`config.mk`:
```
export PLATFORM = sky130hd
export DESIGN_NAME = btn_event_queue
export DESIGN_NICKNAME = d
export VERILOG_FILES = /design/src/rtl/btn_event_queue.sv
export SDC_FILE = /design/constraint.sdc
export NUM_CORES = 1
export LEC_CHECK = 0
export ABC_AREA = 0
export CELL_PAD_IN_SITES_DETAIL_PLACEMENT = 1
export CELL_PAD_IN_SITES_GLOBAL_PLACEMENT = 1
export CORE_AREA = 2 2 115 117
export DETAILED_ROUTE_END_ITERATION = 12
export DIE_AREA = 0 0 117 119
export DONT_BUFFER_PORTS = 1
export PLACE_DENSITY = 0.68
export SETUP_SLACK_MARGIN = 0.15
export SYNTH_ARGS = -nofsm -noshare
export SYNTH_HDL_FRONTEND = slang
export SYNTH_SLANG_ARGS = --single-unit
```
`constraint.sdc`:
```
create_clock -name clk -period 3.7 [get_ports clk]
set_input_delay 0.37 -clock clk [delete_from_list [all_inputs] [get_ports clk]]
set_output_delay 0.37 -clock clk [all_outputs]
set_load 0.05 [all_outputs]
```
`src/rtl/btn_event_queue.sv`:
```
// Turns debounced key levels into press/release/auto-repeat events tagged with a switch snapshot,
// queued in a first-word-fall-through FIFO that the CPU pops with rd_en; overflow drops and flags.
module btn_event_queue #(
  parameter int unsigned DEPTH      = 4,
  parameter logic [23:0] REP_DELAY  = 24'd12_500_000,
  parameter logic [23:0] REP_PERIOD = 24'd2_500_000
) (
  input  logic        clk,
  input  logic        rst_n,
  input  logic [4:0]  button,
  input  logic [7:0]  SW,
  input  logic        rd_en,
  input  logic        clr_ovf,
  output logic        ev_valid,
  output logic [12:0] ev_data,
  output logic [4:0]  ev_count,
  output logic        ovf
);

  localparam int unsigned PW = $clog2(DEPTH);

  function automatic logic [2:0] enc5(input logic [4:0] m);
    enc5 = 3'd0;
    for (int i = 4; i >= 0; i--) begin
      if (m[i]) enc5 = 3'(i);
    end
  endfunction

  logic [4:0]    b_q, press_pend_q, press_pend_d, rel_pend_q, rel_pend_d;
  logic          rep_pend_q, rep_pend_d, rep_armed_q, rep_armed_d;
  logic [23:0]   rep_cnt_q, rep_cnt_d;
  logic [PW-1:0] wr_ptr_q, wr_ptr_d, rd_ptr_q, rd_ptr_d;
  logic [4:0]    count_q, count_d;
  logic          ovf_q, ovf_d;
  logic [12:0]   mem [DEPTH];

  logic [4:0]  press_lsb, rel_lsb, pp_clr, rp_clr;
  logic        key_stable, key_onehot, rep_active, rep_hit, rep_take;
  logic [23:0] rep_thr;
  logic        push, pop, full, wr, drop;
  logic [12:0] ev_new;

  // Event arbitration: press beats release beats repeat; lowest key index first.
  always_comb begin
    press_lsb  = press_pend_q & (~press_pend_q + 5'd1);
    rel_lsb    = rel_pend_q & (~rel_pend_q + 5'd1);
    key_stable = (button == b_q);
    key_onehot = $onehot(b_q);
    rep_active = key_onehot && (press_pend_q == 5'd0);
    rep_thr    = rep_armed_q ? (REP_PERIOD - 24'd1) : (REP_DELAY - 24'd1);
    rep_hit    = rep_active && (rep_cnt_q == rep_thr);

    push     = 1'b0;
    ev_new   = 13'd0;
    pp_clr   = 5'd0;
    rp_clr   = 5'd0;
    rep_take = 1'b0;
    if (press_pend_q != 5'd0) begin
      push   = 1'b1;
      ev_new = {SW, 2'b00, enc5(press_lsb)};
      pp_clr = press_lsb;
    end else if (rel_pend_q != 5'd0) begin
      push   = 1'b1;
      ev_new = {SW, 2'b01, enc5(rel_lsb)};
      rp_clr = rel_lsb;
    end else if (rep_pend_q || rep_hit) begin
      push     = 1'b1;
      ev_new   = {SW, 2'b10, enc5(b_q)};
      rep_take = 1'b1;
    end

    press_pend_d = (press_pend_q & ~pp_clr) | (button & ~b_q);
    rel_pend_d   = (rel_pend_q & ~rp_clr) | (~button & b_q);
  end

  // Repeat timer restarts on any key change; a repeat that loses arbitration is parked one cycle.
  always_comb begin
    rep_cnt_d   = rep_cnt_q;
    rep_armed_d = rep_armed_q;
    rep_pend_d  = rep_pend_q;
    if (!key_stable || !key_onehot) begin
      rep_cnt_d   = 24'd0;
      rep_armed_d = 1'b0;
      rep_pend_d  = 1'b0;
    end else begin
      if (rep_cnt_q == rep_thr) begin
        if (rep_active) begin
          rep_cnt_d   = 24'd0;
          rep_armed_d = 1'b1;
        end
      end else begin
        rep_cnt_d = rep_cnt_q + 24'd1;
      end
      if (rep_take) begin
        rep_pend_d = 1'b0;
      end else if (rep_hit) begin
        rep_pend_d = 1'b1;
      end
    end
  end

  always_comb begin
    pop      = rd_en && (count_q != 5'd0);
    full     = (count_q == 5'(DEPTH));
    wr       = push && (!full || pop);
    drop     = push && full && !pop;
    wr_ptr_d = wr ? wr_ptr_q + 1'b1 : wr_ptr_q;
    rd_ptr_d = pop ? rd_ptr_q + 1'b1 : rd_ptr_q;
    count_d  = count_q;
    if (wr && !pop) begin
      count_d = count_q + 5'd1;
    end else if (pop && !wr) begin
      count_d = count_q - 5'd1;
    end
    ovf_d = ovf_q;
    if (drop) begin
      ovf_d = 1'b1;
    end else if (clr_ovf) begin
      ovf_d = 1'b0;
    end
  end

  always_ff @(posedge clk or negedge rst_n) begin
    if (!rst_n) begin
      b_q          <= 5'd0;
      press_pend_q <= 5'd0;
      rel_pend_q   <= 5'd0;
      rep_pend_q   <= 1'b0;
      rep_armed_q  <= 1'b0;
      rep_cnt_q    <= 24'd0;
      wr_ptr_q     <= '0;
      rd_ptr_q     <= '0;
      count_q      <= 5'd0;
      ovf_q        <= 1'b0;
    end else begin
      b_q          <= button;
      press_pend_q <= press_pend_d;
      rel_pend_q   <= rel_pend_d;
      rep_pend_q   <= rep_pend_d;
      rep_armed_q  <= rep_armed_d;
      rep_cnt_q    <= rep_cnt_d;
      wr_ptr_q     <= wr_ptr_d;
      rd_ptr_q     <= rd_ptr_d;
      count_q      <= count_d;
      ovf_q        <= ovf_d;
    end
  end

  // Storage needs no reset: entries are only visible through the occupancy-gated output mux.
  always_ff @(posedge clk) begin
    if (wr) mem[wr_ptr_q] <= ev_new;
  end

  assign ev_valid = (count_q != 5'd0);
  assign ev_data  = ev_valid ? mem[rd_ptr_q] : 13'd0;
  assign ev_count = count_q;
  assign ovf      = ovf_q;

endmodule

```
==> impl_metrics.csv, run 1 <==
group,metric,value,unit
floorplanning,initial_core_util,38.39,%
setup_path,max_stage_delay,0.50,ns
routing,postRouteWirelength,10510,µm
synthesis,synth_largest_area_cell,"edfxtp_1",
sta,setup_violations,0,
cts,cts_buffers,9,
place,portBuffers,0,
setup_path,cpMostUsedCell,"inv_2",
floorplanning,core_area,12870,µm²
flow_run,maxCapViolCount,0,
cts,clock_latency,0.36,ns
global_routing,antenna_found_initial,1,
sta,worst_slew_pin_slew,0.9137,ns
place,gp_congestion,0.7590,
cells_and_area,final_common_cell,"edfxtp_1",
setup_path,crit_type,"flip-flop to flip-flop",
setup_path,required,3.92,ns
synthesis,ys_types,59,
setup_path,startpoint_type,"flip-flop",
floorplanning,dieArea,13920,µm²
sta,slew_violations,0,
synthesis,yosys-top-cells-area,"edfxtp_1, dfrtp_1, mux4_2",
sta,final.setup_skew,0.01234,ns
floorplanning,rows,42,
global_routing,track_usage,16.43,%
sta,hold_violations,0,
floorplanning,die_y,119,µm
synthesis,dominantRegCellSynth,"edfxtp_1",
sta,fin_crit,3.515,ns
cells_and_area,fill_cells,1349,
cells_and_area,final_cell_mix,"edfxtp_1, dfrtp_1, nor2_1, nand2_1, o21ai_0",
synthesis,seq_area_frac_synth,57.42,%
sta,slew_headroom,39.09,%
routing,drt_iter0_drc,165,
cells_and_area,finish.utilization,43.12,%
cts,root_buffer,"clkbuf_16",
synthesis,yosys_warnings,0,
global_routing,grt_pass1_vias,3236,
synthesis,synth-async-reset-ratio,49.51,%
cts,cts-htree-levels,3,
synthesis,synth_top_family_by_area,"simple AND/OR/NAND/NOR gates",
synthesis,syn_area,4942,µm²
place,post-dp-hpwl,7344,µm
synthesis,synth_xor_area_share,4.430,%
cts,clockBufferDepth,2,
run_status,outcome,"complete, no violations",
synthesis,synth-edff-count,52,
synthesis,synth-simple-area-share,15.90,%
routing,vias_per_cell,5.157,
global_routing,grt_pass1_wl,17190,µm
floorplanning,die_w,117,µm
sta,finalCritPeriodShare,95.00,%
routing,wl_per_cell,18.38,µm
cts,cts_tree,"done",
routing,drc,0,
global_routing,grt-ovfl-total,0,
setup_path,worstPathMaxFanout,4,
setup_path,slowest_stage,"fa_1",
setup_path,worstPathCellList,"inv_2, fa_1, fa_2, inv_2, ha_4, nor3_4, a311oi_4, nor2b_2, ha_2, inv_2, fa_2, a21o_1, a21oi_2, xnor2_1, nor2_1, xor2_1",
global_routing,grt_max_degree,52,
synthesis,syn_inst,377,
routing,vias,2950,
cts,clk_pin_slew_worst_paths,0.08,ns
sta,timing.fmax,284.5,MHz
sta,rsz0062_at_grt,"true",
cells_and_area,syn2layout_area_growth,12.33,%
cts,cts.sink_count,103,
synthesis,muxShareOfSynthArea,6.456,%
routing,antenna_left,0,
synthesis,synth_compound_area_share,6.886,%
setup_path,crit_arrival,3.74,ns
cells_and_area,layout-drive-gt1-share,19.49,%
floorplanning,ioPinCount,37,
min_path,hold_class,"primary input to flip-flop",
cells_and_area,nets,430,
synthesis,synthAdderAreaFrac,6.278,%
synthesis,synth_seq_cells,103,
pwr,ir_drop,0.2608,mV
setup_path,cp-end-kind,"flip-flop",
synthesis,synth_top_area_share,31.59,%
routing,drt-pass1-iter-count,4,
synthesis,avgSynthCellArea,13.11,µm²
synthesis,synthesis.nets,417,
sta,fin_setup_tns,0,ns
pwr,cellPowerDensity,727.9,nW/µm²
pwr,cellLeakagePower,2.149,nW
[registers in the layout, indices dropped and copies added (netlist names)]
signal        cells
rel_pend_q        5
mem              52
press_pend_q      5
ev_count          5
rep_armed_q       1
ovf               1
wr_ptr_q          2
rep_pend_q        1
rd_ptr_q          2
b_q               5
rep_cnt_q        24
[critical path: cells and delay by family, from the launching register on]
family                     cells  cell delay, ns
DFF                            1            0.37
adders and majority gates      5            1.63
xor gates and xnor gates       2            0.27
AOI/OAI and AO/OA              3            0.46
and+or+nand+nor                3            0.44
buffers and inverters          3            0.19
[worst paths after layout]
kind / depth (start not counted) / to / from / slack [ns]
worst max-delay path: 16 / ev_count[4]$_DFFE_PN0P_ / b_q[3]$_DFF_PN0_ / 0.18
worst min-delay path: 0 / b_q[0]$_DFF_PN0_ / button[0] / 0.03
worst max register to register: 16 / ev_count[4]$_DFFE_PN0P_ / b_q[3]$_DFF_PN0_ / 0.18
worst min register to register: 1 / rep_cnt_q[0]$_DFFE_PN0P_ / rep_cnt_q[0]$_DFFE_PN0P_ / 0.55
max in group asynchronous: 2 / ev_count[0]$_DFFE_PN0P_ / rst_n / 2.93
min in group asynchronous: 2 / rep_cnt_q[5]$_DFFE_PN0P_ / rst_n / 0.54
[cells in the mapped netlist, types with 2 or more instances]
| master | number |
|---|---|
| a21o_1 | 5 |
| a21oi_1 | 8 |
| a31oi_1 | 2 |
| and2_1 | 15 |
| and2_2 | 4 |
| and2b_2 | 8 |
| and3_1 | 5 |
| and4_1 | 2 |
| buf_2 | 2 |
| clkbuf_1 | 6 |
| dfrtp_1 | 51 |
| edfxtp_1 | 52 |
| fa_1 | 3 |
| ha_1 | 20 |
| inv_1 | 22 |
| mux4_2 | 13 |
| nand2_1 | 20 |
| nand2b_1 | 8 |
| nand3_1 | 12 |
| nand4_1 | 4 |
| nor2_1 | 20 |
| nor3_1 | 2 |
| nor3_2 | 2 |
| nor4_1 | 4 |
| nor4bb_1 | 3 |
| o21ai_0 | 19 |
| o31ai_1 | 2 |
| o32a_1 | 2 |
| o41ai_1 | 2 |
| or2_2 | 2 |
| or3_1 | 5 |
| or4_4 | 2 |
| xnor2_1 | 10 |
| xor2_1 | 15 |
[metal layers]
metal	vias up	global-route usage, %	wire length (µm)
met1	1509	20.31	4535
met2	43	26.70	5316
met4	0	6.691	203
met5	-	0	0
met3	15	4.936	457
li1	1383	-	-
[through the flow]
step | hold WS, ns | instances | total power, mW | setup slack [ns] | area (µm²)
final | 0.02915 | 572 | 4.041 | 0.1850 | 5552
after global routing | 0.01040 | 571 | 4.247 | 0.02181 | 5549
after CTS | 0.01501 | 570 | 4.098 | 0.1188 | 5542
after detailed placement | 0.07628 | 549 | 3.123 | 0.04343 | 5177
after global placement | 0.07673 | 549 | 3.055 | 0.1958 | 5177
after floorplan | 0.07441 | 377 | 2.876 | 0.1518 | 4960
[cells by family (layout without fill, tap and decap cells)]
| group | Yosys count | count (layout) |
|---|---|---|
| AOI/OAI and AO/OA | 50 | 50 |
| other | 0 | 1 |
| xor gates and xnor gates | 25 | 25 |
| muxes | 15 | 15 |
| buffers and inverters | 32 | 50 |
| and+or+nand+nor | 129 | 129 |
| DFF | 103 | 103 |
| adders and majority gates | 23 | 23 |
[repair_timing]
action / in CTS / in global routing
resized for setup: 6 / 1
pin swaps: 7 / 3
buffers inserted: 3 / 1
hold buffers: 2 / 0
endpoints found under the hold margin: 51 / 0
endpoints found under the setup margin: 1 / 2
[where the power goes]
part | switching (mW) | internal, mW
Sequential | 0.305 | 1.51
Clock | 0.464 | 0.474
Combinational | 0.844 | 0.446
[area by class of cell]
cell class	count	area, µm²	share of cell area (%)
Antenna cell	1	2.502	0.04508
Clock buffer	10	229.0	4.124
Clock inverter	6	57.56	1.037
Inverter	22	82.58	1.487
Multi-Input combinational cell	242	2009	36.20
Sequential cell	103	2838	51.12
Tap cell	176	220.2	3.967
Timing Repair Buffer	12	112.6	2.028
No activity file was read; power rests on OpenSTA's default activity.
==> inputs of run 2 (changes only) <==
- CORE_AREA: 2 2 115 117 -> 2 2 106 108
- DIE_AREA: 0 0 117 119 -> 0 0 108 110
- PLACE_DENSITY: 0.68 -> 0.78
==> impl_metrics.csv, run 2 (synthesis results as in run 1) <==
group,metric,value,unit
sta,hold_violations,0,
global_routing,grt-ovfl-total,0,
cells_and_area,finish.utilization,51.16,%
routing,vias,2959,
floorplanning,die_y,110,µm
cells_and_area,final_cell_mix,"edfxtp_1, dfrtp_1, nor2_1, nand2_1, o21ai_0",
cells_and_area,layout-drive-gt1-share,19.60,%
cells_and_area,nets,438,
routing,antenna_left,0,
setup_path,reg2regPathDepth,16,
cts,root_buffer,"clkbuf_8",
global_routing,antenna_found_initial,1,
global_routing,grt_pass1_vias,3242,
cells_and_area,design_area,5473,µm²
sta,fin_crit,3.464,ns
sta,slew_violations,0,
place,post-dp-hpwl,7176,µm
place,pre_cts_ws,0.1030,ns
cts,cts-htree-levels,3,
routing,postRouteWirelength,10300,µm
sta,finalCritPeriodShare,93.63,%
routing,vias_per_cell,5.439,
cts,clockBufferDepth,2,
cells_and_area,regMostFlops,"mem",
cells_and_area,syn2layout_area_growth,10.73,%
cts,cts_buffers,9,
routing,drt-pass1-iter-count,4,
place,placed_area,5140,µm²
setup_path,crit_arrival,3.71,ns
routing,wl_per_cell,18.94,µm
flow_run,maxCapViolCount,0,
cells_and_area,fin_cells,544,
floorplanning,rows,38,
floorplanning,core_area,10700,µm²
cts,cts.sink_count,103,
min_path,min_to,"ovf$_DFFE_PN0P_",
cells_and_area,fill_cells,1096,
sta,fin_setup_tns,0,ns
cells_and_area,largest_reg_flops,52,
setup_path,r2r_end,"ev_count[4]$_DFFE_PN0P_",
floorplanning,dieArea,11880,µm²
cells_and_area,largest_registers,"mem x52, rep_cnt_q x24",
place,gp_congestion,0.7907,
global_routing,grt_max_degree,52,
sta,setup_violations,0,
pwr,cellPowerDensity,693.2,nW/µm²
place,dp_cells,514,
run_status,outcome,"complete, no violations",
global_routing,grt_pass1_wl,17070,µm
floorplanning,ioPinCount,37,
setup_path,cp-end-kind,"flip-flop",
setup_path,startpoint_type,"flip-flop",
sta,worst_slew_pin_slew,0.9090,ns
sta,rsz0062_at_grt,"true",
sta,whs,0.08462,ns
min_path,hold_class,"primary input to flip-flop",
sta,final.setup_skew,0.01487,ns
setup_path,crit_type,"flip-flop to flip-flop",
setup_path,required,3.94,ns
floorplanning,die_w,108,µm
setup_path,startpoint,"b_q[3]$_DFF_PN0_",
pwr,ir_drop,0.4986,mV
routing,drc,0,
min_path,worstHoldStart,"clr_ovf",
cts,clk_pin_slew_worst_paths,0.11,ns
cells_and_area,final_common_cell,"edfxtp_1",
sta,timing.fmax,288.7,MHz
setup_path,r2r_start,"b_q[3]$_DFF_PN0_",
cts,cts_tree,"done",
place,portBuffers,0,
routing,drt_iter0_drc,114,
pwr,power,3.793,mW
setup_path,timing.reg2reg.setup_slack,0.24,ns
setup_path,worstPathMaxFanout,4,
global_routing,track_usage,19.09,%
cts,clock_latency,0.38,ns
sta,slew_headroom,39.40,%
floorplanning,initial_core_util,46.20,%
sta,finalWorstSetupSlack,0.2358,ns
pwr,cellLeakagePower,2.134,nW
min_path,min_path_cells,1,
## run 2: final cells by class
class | count | area, µm² | share of cell area [%]
sequential | 103 | 2838 | 51.85
tap | 140 | 175.2 | 3.201
multi-input combinational | 242 | 2009 | 36.72
clock inverter | 6 | 52.55 | 0.9602
timing repair buffer | 20 | 185.2 | 3.384
clock buffer | 10 | 127.6 | 2.332
antenna | 1 | 2.502 | 0.04572
inverter | 22 | 82.58 | 1.509
## run 2: what timing repair did
action | CTS | global route
buffers inserted | 3 | 3
endpoints found under the setup margin | 1 | 2
gates resized for setup | 6 | 0
hold endpoints to repair | 56 | 0
hold buffers | 7 | 0
pin swaps | 4 | 2
## run 2: worst max path at each step
| stage | cells past startpoint | endpoint |
|---|---|---|
| 3_3_place_gp | 16 | ev_count[4]$_DFFE_PN0P_ |
| 4_1_cts | 16 | ev_count[4]$_DFFE_PN0P_ |
| 5_1_grt | 16 | ev_count[4]$_DFFE_PN0P_ |
| 6_report | 16 | ev_count[4]$_DFFE_PN0P_ |
| 3_5_place_dp | 16 | ev_count[4]$_DFFE_PN0P_ |
| 2_1_floorplan | 17 | ev_count[4]$_DFFE_PN0P_ |
## run 2: report_power, final
part / internal (mW) / switching (mW)
Sequential: 1.51 / 0.279
Clock: 0.257 / 0.425
Combinational: 0.450 / 0.873
Total: 2.22 / 1.58
## run 2: critical path, stage by stage (launching register included)
cell and delay, ns:
dfrtp_1 0.36, inv_1 0.07, fa_1 0.49, fa_2 0.35, inv_2 0.07, ha_4 0.20
nor3_4 0.19, a311oi_4 0.14, nor2b_2 0.18, ha_2 0.21, inv_2 0.06, fa_2 0.35
a21o_1 0.19, a21oi_2 0.14, xnor2_1 0.13, nor2_1 0.07, xor2_1 0.14
## run 2: per-layer routing
metal  share of wire (%)  wire length, µm  global-route usage, %
met3                 4.3              438                  4.821
met1                  44             4529                  23.93
met2                  50             5170                  32.79
met4                 1.6              163                  5.952
met5                   0                0                      0
